<file path="src/rtl/uart_pkg.sv">
// Shared UART definitions: parity/baud encodings, baud divisor helper and length limits.
// Used by both the receiver and the transmitter so one config source drives both ends.
package uart_pkg;

  typedef enum logic [1:0] {
    ParEven = 2'd0,
    ParOdd  = 2'd1,
    ParNone = 2'd2
  } parity_e;

  typedef enum logic [1:0] {
    Baud4800  = 2'd0,
    Baud9600  = 2'd1,
    Baud19200 = 2'd2,
    Baud38400 = 2'd3
  } baud_e;

  localparam int unsigned BAUD_4800  = 4800;
  localparam int unsigned BAUD_9600  = 9600;
  localparam int unsigned BAUD_19200 = 19200;
  localparam int unsigned BAUD_38400 = 38400;

  localparam int unsigned DATA_LEN_MIN = 5;
  localparam int unsigned DATA_LEN_MAX = 8;

  localparam int unsigned DivW = 16;

  function automatic logic [DivW-1:0] baud_div(input int unsigned clk_hz, input logic [1:0] sel,
                                               input int unsigned oversample);
    int unsigned baud;
    case (sel)
      2'd0:    baud = BAUD_4800;
      2'd1:    baud = BAUD_9600;
      2'd2:    baud = BAUD_19200;
      default: baud = BAUD_38400;
    endcase
    return DivW'(clk_hz / (baud * oversample));
  endfunction

endpackage

</file>
<file path="src/rtl/uart_baud_gen.sv">
// Oversample tick generator: one-cycle tick every div_i clocks, held at phase zero by clear_i.
module uart_baud_gen
  import uart_pkg::*;
(
  input  logic            clk_i,
  input  logic            rst_i,
  input  logic            clear_i,
  input  logic [DivW-1:0] div_i,
  output logic            tick_o
);

  logic [DivW-1:0] cnt_q, cnt_d;

  always_comb begin
    tick_o = !clear_i && ((cnt_q + DivW'(1)) >= div_i);
    cnt_d  = (clear_i || tick_o) ? '0 : cnt_q + DivW'(1);
  end

  always_ff @(posedge clk_i or posedge rst_i) begin
    if (rst_i) cnt_q <= '0;
    else       cnt_q <= cnt_d;
  end

endmodule

</file>
<file path="src/rtl/uart_rx.sv">
// UART receiver: 2-flop line sync, 16x oversampled framing FSM, parity/stop checks and
// a one-cycle valid pulse with held error flags.
module uart_rx
  import uart_pkg::*;
#(
  parameter int unsigned CLK_HZ     = 50_000_000,
  parameter int unsigned OVERSAMPLE = 16
) (
  input  logic       clk,
  input  logic       reset,
  input  logic       serial_data_in,
  input  logic [3:0] data_length,
  input  logic [1:0] parity_type,
  input  logic [1:0] baud_rate,
  output logic [7:0] data_out,
  output logic       valid,
  output logic       parity_error,
  output logic       framing_error,
  output logic       busy
);

  typedef enum logic [2:0] {
    StIdle, StStart, StData, StParity, StStop, StWaitIdle
  } state_e;

  localparam logic [DivW-1:0] Div0 = baud_div(CLK_HZ, 2'd0, OVERSAMPLE);
  localparam logic [DivW-1:0] Div1 = baud_div(CLK_HZ, 2'd1, OVERSAMPLE);
  localparam logic [DivW-1:0] Div2 = baud_div(CLK_HZ, 2'd2, OVERSAMPLE);
  localparam logic [DivW-1:0] Div3 = baud_div(CLK_HZ, 2'd3, OVERSAMPLE);

  state_e          state_q, state_d;
  logic [1:0]      sync_q, sync_d;
  logic [3:0]      len_q, len_d;
  parity_e         par_q, par_d;
  logic [1:0]      baud_q, baud_d;
  logic [3:0]      tick_cnt_q, tick_cnt_d;
  logic [2:0]      bit_idx_q, bit_idx_d;
  logic [7:0]      shift_q, shift_d;
  logic            parity_ok_q, parity_ok_d;
  logic [7:0]      data_out_q, data_out_d;
  logic            valid_q, valid_d;
  logic            perr_q, perr_d;
  logic            ferr_q, ferr_d;
  logic            busy_q, busy_d;
  logic            rx_s;
  logic            tick;
  logic [DivW-1:0] div;

  assign rx_s = sync_q[1];

  always_comb begin
    case (baud_q)
      2'd0:    div = Div0;
      2'd1:    div = Div1;
      2'd2:    div = Div2;
      default: div = Div3;
    endcase
  end

  // Divider held cleared in IDLE so tick phase starts at the detected start edge.
  uart_baud_gen u_baud_gen (
    .clk_i   (clk),
    .rst_i   (reset),
    .clear_i (state_q == StIdle),
    .div_i   (div),
    .tick_o  (tick)
  );

  always_comb begin
    sync_d      = {sync_q[0], serial_data_in};
    state_d     = state_q;
    len_d       = len_q;
    par_d       = par_q;
    baud_d      = baud_q;
    tick_cnt_d  = tick_cnt_q;
    bit_idx_d   = bit_idx_q;
    shift_d     = shift_q;
    parity_ok_d = parity_ok_q;
    data_out_d  = data_out_q;
    valid_d     = 1'b0;
    perr_d      = perr_q;
    ferr_d      = ferr_q;

    unique case (state_q)
      StIdle: begin
        if (!rx_s) begin
          state_d     = StStart;
          tick_cnt_d  = '0;
          shift_d     = '0;
          parity_ok_d = 1'b1;
          baud_d      = baud_rate;
          len_d       = (data_length >= 4'(DATA_LEN_MIN) && data_length <= 4'(DATA_LEN_MAX)) ?
                        data_length : 4'(DATA_LEN_MAX);
          par_d       = (parity_type == 2'd3) ? ParNone : parity_e'(parity_type);
        end
      end
      StStart: begin
        if (tick) begin
          if (tick_cnt_q == 4'd7) begin
            tick_cnt_d = '0;
            bit_idx_d  = '0;
            state_d    = rx_s ? StIdle : StData;
          end else begin
            tick_cnt_d = tick_cnt_q + 4'd1;
          end
        end
      end
      StData: begin
        if (tick) begin
          tick_cnt_d = tick_cnt_q + 4'd1;
          if (tick_cnt_q == 4'd15) begin
            shift_d[bit_idx_q] = rx_s;
            if ({1'b0, bit_idx_q} == len_q - 4'd1) begin
              state_d = (par_q == ParNone) ? StStop : StParity;
            end else begin
              bit_idx_d = bit_idx_q + 3'd1;
            end
          end
        end
      end
      StParity: begin
        if (tick) begin
          tick_cnt_d = tick_cnt_q + 4'd1;
          if (tick_cnt_q == 4'd15) begin
            parity_ok_d = ((^shift_q) ^ rx_s) == (par_q == ParOdd);
            state_d     = StStop;
          end
        end
      end
      StStop: begin
        if (tick) begin
          tick_cnt_d = tick_cnt_q + 4'd1;
          if (tick_cnt_q == 4'd15) begin
            valid_d    = 1'b1;
            data_out_d = shift_q & (8'hFF >> (4'd8 - len_q));
            perr_d     = !parity_ok_q;
            ferr_d     = !rx_s;
            state_d    = rx_s ? StIdle : StWaitIdle;
          end
        end
      end
      StWaitIdle: begin
        if (rx_s) state_d = StIdle;
      end
      default: state_d = StIdle;
    endcase

    busy_d = (state_d != StIdle);
  end

  always_ff @(posedge clk or posedge reset) begin
    if (reset) begin
      state_q     <= StIdle;
      sync_q      <= 2'b11;
      len_q       <= 4'(DATA_LEN_MAX);
      par_q       <= ParNone;
      baud_q      <= '0;
      tick_cnt_q  <= '0;
      bit_idx_q   <= '0;
      shift_q     <= '0;
      parity_ok_q <= 1'b1;
      data_out_q  <= '0;
      valid_q     <= 1'b0;
      perr_q      <= 1'b0;
      ferr_q      <= 1'b0;
      busy_q      <= 1'b0;
    end else begin
      state_q     <= state_d;
      sync_q      <= sync_d;
      len_q       <= len_d;
      par_q       <= par_d;
      baud_q      <= baud_d;
      tick_cnt_q  <= tick_cnt_d;
      bit_idx_q   <= bit_idx_d;
      shift_q     <= shift_d;
      parity_ok_q <= parity_ok_d;
      data_out_q  <= data_out_d;
      valid_q     <= valid_d;
      perr_q      <= perr_d;
      ferr_q      <= ferr_d;
      busy_q      <= busy_d;
    end
  end

  assign data_out      = data_out_q;
  assign valid         = valid_q;
  assign parity_error  = perr_q;
  assign framing_error = ferr_q;
  assign busy          = busy_q;

endmodule

</file>
<file path="config.mk">
export PLATFORM = sky130hd
export DESIGN_NAME = uart_rx
export DESIGN_NICKNAME = d
export VERILOG_FILES = /design/src/rtl/uart_pkg.sv /design/src/rtl/uart_baud_gen.sv /design/src/rtl/uart_rx.sv
export SDC_FILE = /design/constraint.sdc
export NUM_CORES = 1
export LEC_CHECK = 0
export BUFFER_PORTS_ARGS = -buffer_cell sky130_fd_sc_hd__buf_2
export CAP_MARGIN = 25
export CORE_ASPECT_RATIO = 0.5
export CORE_MARGIN = 5
export CORE_UTILIZATION = 45
export CTS_BUF_LIST = sky130_fd_sc_hd__clkbuf_4
export CTS_CLUSTER_SIZE = 16
export DETAILED_ROUTE_END_ITERATION = 6
export PLACE_DENSITY = 0.61
export SLEW_MARGIN = 40
export SYNTH_ARGS = -nofsm -noshare
export SYNTH_HDL_FRONTEND = slang
export SYNTH_HIERARCHICAL = 1
export SYNTH_SLANG_ARGS = --single-unit
</file>
<file path="constraint.sdc">
create_clock -name clk -period 3.22 [get_ports clk]
set_clock_uncertainty 0.1 [all_clocks]
set_input_delay 0.805 -clock clk [delete_from_list [all_inputs] [get_ports clk]]
set_output_delay 0.805 -clock clk [all_outputs]
set_load 0.02 [all_outputs]
</file>
## After elaboration in Yosys (flattened, before gate mapping)

Index checks and enable logic that the tools add are counted.

- Bits in registers: 57
- Input port bits: 11
- Word-level logic and storage cells: 118

- Add/subtract/negate cells: 5
- Order comparisons: 5
- Equality and inequality tests: 23
- Shift-type cells: 1
- Mux-type cells: 44
- Bitwise operators: 3
- Reductions and logical operators: 22

Operators by type and width:

| operator | number |
|---|---|
| 3-bit 2-to-1 mux | 18 |
| 10-bit one-hot mux with 3 select lines | 1 |
| 8-bit 2-to-1 mux | 3 |
| 4-bit 2-to-1 mux | 5 |
| 3-bit one-hot mux with 6 select lines | 1 |
| 16-bit by 1-bit adder with 16-bit output, second input constant | 1 |
| 16-bit by 10-bit >= comparator with 1-bit output | 1 |
| 16-bit 2-to-1 mux | 1 |
| 2-bit inequality test, second input constant | 8 |
| 8-bit one-hot mux with 2 select lines | 1 |
| 4-bit one-hot mux with 3 select lines | 1 |
| 4-bit AND reduction | 3 |
| 8-bit bitwise AND | 1 |
| 8-bit bitwise mux | 1 |
| 8-bit XOR reduction | 1 |
| 8-bit by 4-bit right shift with 8-bit output, first input constant | 1 |
| 1-bit 2-to-1 mux | 7 |
| 2-bit equality test, second input constant | 3 |
| 3-bit by 2-bit equality test with 1-bit output, second input constant | 2 |
| 3-bit equality test, second input constant | 2 |
| 3-bit one-hot mux with 2 select lines | 1 |
| 6-bit AND reduction | 1 |
| 2-bit nonzero test | 3 |
| 3-bit nonzero test | 2 |
| other kinds (28) | 34 |

## Depth between registers and ports, before layout

- Word-level depth: 8
- Depth in mapped cells: 15

## Cells and area by module

Netlist, hierarchy kept.

Modules (own cells, without submodules):

| module | instances | cells an instance | area each (um^2) | seq. area each (um^2) |
|---|---|---|---|---|
| uart_rx | 1 | 253 | 2290.9 | 1032.2 |
| uart_baud_gen | 1 | 131 | 1391.3 | 400.4 |

## Worst setup path after synthesis

No wires, ideal clock.

- Path type: reg2reg
- Start: reg u_baud_gen.cnt_q[0]
- End: reg shift_q[0]
- Library setup time: 121 ps
- Arrival: 3308 ps
- Required time: 2999 ps
- Slack: -309 ps
- Stages on the path, launching flop included: 16
- Clock period less this slack: 3529 ps
- Cell sequence: dfrtp_1 ha_1 nand2_1 nor4_2 xor2_1 ha_1 and4_4 nand3_1 o221ai_2 o21a_1 and4_1 buf_2 a21oi_1 nor3_2 o21ai_0 a22o_1

- Word-level cells in the longest chain between the ends: 5

RTL lines:

| what | line | text |
|---|---|---|
| start: declaration | uart_baud_gen.sv:12 | `logic [DivW-1:0] cnt_q, cnt_d;` |
| start signal: assignment | uart_baud_gen.sv:21 | `else cnt_q <= cnt_d;` |
| 16-bit by 1-bit adder with 16-bit output | uart_baud_gen.sv:15 | `tick_o = !clear_i && ((cnt_q + DivW'(1)) >= div_i);` |
| 16-bit by 10-bit >= comparator with 1-bit output | uart_baud_gen.sv:15 |  |
| 1-bit logical AND | uart_baud_gen.sv:15 |  |
| named net tick | uart_rx.sv:46 | `logic tick;` |
| 2-bit inequality test (no source line) | n/a |  |
| 4-bit AND reduction (no source line) | n/a |  |
| end signal: assignment | uart_rx.sv:175 | `shift_q <= shift_d;` |
| end: declaration | uart_rx.sv:38 | `logic [7:0] shift_q, shift_d;` |

The timed path passes the listed nets, and every way through them passes these cells.
A chain may end at the register's enable or synchronous reset.

## Worst setup path after layout

- Start: reg u_baud_gen.cnt_q[2]
- End: reg shift_q[0]

The elaborated chain is that of the path after synthesis.

==> flow_metrics.py <==
metrics = {
    "status": {
        "run_status": "finished, violations left",
        "violations": "setup timing",
    },
    "sta": {
        "finalHoldViolCount": 0,
        "rsz0062_at_grt": "yes",
        "max_freq_mhz": 297,
        "max_slew.worst_pin.slew_ns": 0.625,
        "period_share": 1.05,
        "setup_ws_ns": -0.152,
        "finalWorstPathRequiredPeriod_ns": 3.37,
        "setup_violations": 26,
        "relSlewSlack": 0.583,
        "setup_tns_ns": -1.95,
        "maxSlewViolCount": 0,
    },
    "clocking": {
        "cts_made_buffers": 9,
        "cts-root-buf": "clkbuf_4",
        "clkTransAtPathRegs_ns": 0.11,
        "clk_latency_ns": 0.43,
        "clockBufferDepth": 2,
        "htree_levels": 3,
        "cts.sinks": 57,
        "cts-hold-fix-buffers": 0,
        "tritoncts": "yes",
    },
    "logic_synthesis": {
        "muxShareOfSynthArea": 0.00578,
        "ys_async_sr_fraction": 1.00,
        "yosys.area_share.simple": 0.233,
        "synth_xor_area_frac": 0.0666,
        "synth_top_family_by_area": "simple AND/OR/NAND/NOR gates",
        "synth_fa_ha_area_frac": 0.0815,
        "synth-compound-area-share": 0.163,
        "synth-edff-count": 0,
        "synth.cell_area_sq_um": 3680,
        "yosys_most_used_dff": "dfrtp_1",
        "yosysSeqAreaShare": 0.389,
        "postSynthAreaPerCell_sq_um": 9.59,
        "synthCells": 384,
        "synthDistinctLibCells": 60,
        "synth-warning-count": 6,
        "synth_seq_cells": 57,
    },
    "power_and_ir_drop": {
        "finalPower_uw": 1290,
        "vdd_drop_max_v": 0.000180,
        "pwr_density_cell_nw_per_um2": 279,
        "power.leakage_uw": 0.00216,
    },
    "routing": {
        "ant_nets": 0,
        "wirelength_mm": 8.73,
        "post_drt_wl_per_cell_um": 15.2,
        "route.detailed.drc": 0,
        "vias": 3075,
        "initialDrtViolationCount": 196,
        "firstDrtPassIters": 4,
        "viasPerCell": 5.37,
    },
    "grt": {
        "antenna_found_initial": 0,
        "grt_pass1_wl_mm": 14.6,
        "grt_max_degree": 42,
        "overflow": 0,
        "grtUsageTotal": 0.183,
        "grt_pass1_vias": 3147,
    },
    "run": {
        "drv_cap": 0,
    },
    "placement": {
        "place_inst": 544,
        "hpwl_mm": 6.12,
        "dpl_cell_area_sq_um": 4210,
        "place.port_buffers": 22,
        "place_congestion": 0.838,
        "pre_cts_slack_ns": -0.320,
    },
    "die": {
        "dieHeight_um": 74.0,
        "die_w_um": 138,
        "fp.dieArea_sq_um": 10200,
        "num_io_pins": 23,
        "core-area_sq_um": 7970,
        "start_util": 0.462,
        "num_rows": 23,
    },
    "worst_setup_path": {
        "cpMaxStageDelayCell": "dfrtp_1",
        "crit_type": "flop to flop",
        "r2r_slack_ns": -0.15,
        "path_cells": "nand4_4, buf_4, nor4_4, xor2_1, ha_1, and4_4, nand4_1, o221ai_4, o21a_2, and4_4, a21oi_4, nor3_4, o21ai_1, a22o_1",
        "critPathLaunch": "u_baud_gen/cnt_q[2]",
        "path_common_cell": "and4_4",
        "cpLargestDelayFamily": "simple AND/OR/NAND/NOR gates",
        "rr_endpoint": "shift_q[0]",
        "cp.depth": 14,
        "endpoint_kind": "flop",
        "rr_startpoint": "u_baud_gen/cnt_q[2]",
        "r2r_cells": 14,
        "crit_arrival_ns": 3.57,
        "worst_ep_required_time_ns": 3.42,
        "cp_slowest_stage_delay_ns": 0.42,
        "crit_fanout": 7,
        "cp-endpoint": "shift_q[0]",
        "crit_path_start_kind": "flop",
        "path_buf_inv": 1,
    },
    "final_layout": {
        "final_cells": 573,
        "n_antenna_cell": 0,
        "area_growth_pct": 25.6,
        "nets": 491,
        "final_area_sq_um": 4620,
        "drive_gt1_frac": 0.312,
    },
    "hold_path": {
        "min_path_type": "flop to flop",
    },
}
worst register-to-register path, stage by stage (launching register included):
cell and delay (ns):
dfrtp_1 0.42, nand4_4 0.18, buf_4 0.20, nor4_4 0.15, xor2_1 0.14, ha_1 0.33, and4_4 0.27, nand4_1 0.16
o221ai_4 0.19, o21a_2 0.21, and4_4 0.27, a21oi_4 0.08, nor3_4 0.21, o21ai_1 0.11, a22o_1 0.22
metal layers:
metal	wire length (um)	track usage	up-vias
li1	-	-	1488
met3	258	0.0615	11
met1	4060	0.232	1523
met2	4320	0.305	53
met5	0	0	-
met4	100	0.0515	0
logic make-up after synthesis:
| group | Yosys count |
|---|---|
| flops | 57 |
| xor+xnor | 28 |
| compound gates | 77 |
| mux | 2 |
| other cells | 1 |
| buf+inv | 55 |
| simple gates | 140 |
| fa+ha+maj | 24 |
per-stage QoR:
stage	utilization	hold slack, ns
global route	0.580	0.275
finish	0.580	0.268
detailed placement	0.528	0.254
CTS	0.564	0.269
global placement	0.528	0.246
floorplan	-	0.245
cell usage after synthesis, drive strengths merged, types with 2 or more instances:
library cell | n | area share
a21o | 4 | 0.0082
a21oi | 9 | 0.012
a22o | 2 | 0.0048
a32o | 7 | 0.019
and2 | 3 | 0.0051
and3 | 4 | 0.0068
and4 | 2 | 0.0054
buf | 6 | 0.0099
clkbuf | 10 | 0.010
dfrtp | 52 | 0.35
dfstp | 5 | 0.036
ha | 24 | 0.082
inv | 39 | 0.040
nand2 | 33 | 0.034
nand2b | 6 | 0.012
nand3 | 16 | 0.022
nand3b | 3 | 0.0061
nand4 | 6 | 0.014
nor2 | 23 | 0.024
nor2b | 6 | 0.010
nor3 | 13 | 0.022
nor3b | 15 | 0.043
nor4 | 6 | 0.019
o2111ai | 2 | 0.0095
o211ai | 4 | 0.0095
o21a | 2 | 0.0041
o21ai | 28 | 0.038
o221ai | 2 | 0.0065
o22ai | 2 | 0.0034
o2bb2ai | 2 | 0.0048
o311ai | 2 | 0.012
o31ai | 2 | 0.0041
o41ai | 4 | 0.0095
xnor2 | 16 | 0.038
xor2 | 12 | 0.029
where the power goes:
part / internal (uW) / switching [uW]
combinational: 17.5 / 30.2
clock: 246 / 274
sequential: 720 / 4.67
total: 983 / 309
cells in the final DEF, fill, tap and decap left out, types with 11 or more instances in the layout:
cell / Yosys / final
dfrtp_1: 52 / 50
buf_4: 0 / 43
inv_1: 39 / 38
nand2_1: 33 / 30
ha_1: 24 / 23
buf_2: 5 / 22
nor2_1: 22 / 21
xnor2_1: 16 / 16
o21ai_1: 1 / 15
o21ai_0: 27 / 12
xor2_1: 12 / 12
clkbuf_4: 0 / 11
what timing repair did:
item / 4_1_cts / 5_1_grt
endpoints found under the setup margin: 27 / 31
gates resized for setup: 22 / 28
buffers inserted: 8 / 5
pin swaps: 11 / 8
endpoints found under the hold margin: 0 / 0
final cells by class:
cell class              instances  area (sq um)
clock buffers                  11          82.6
clock inverters                 5          46.3
fillers                       682          3350
inverters                      39           146
multi-input cells             277          2260
flip-flops and latches         57          1440
well taps                     112           140
repair buffers                 72           512
how the worst min path moves through the flow:
stage                         start   endpoint  cells past startpoint
after floorplan           sync_q[0]  sync_q[1]                      0
after global placement    sync_q[0]  sync_q[1]                      0
after detailed placement  sync_q[0]  sync_q[1]                      0
after CTS                 sync_q[0]  sync_q[1]                      0
after global routing      sync_q[0]  sync_q[1]                      0
final                     sync_q[0]  sync_q[1]                      0
sequential cells by signal, summed over array words and instances (netlist names), 2 cells and up:
signal,cells
bit_idx_q,3
par_q,2
tick_cnt_q,4
u_baud_gen/cnt_q,16
shift_q,8
baud_q,2
len_q,4
data_out,8
state_q,3
sync_q,2
Note: power is estimated with default switching activity, not from simulation.
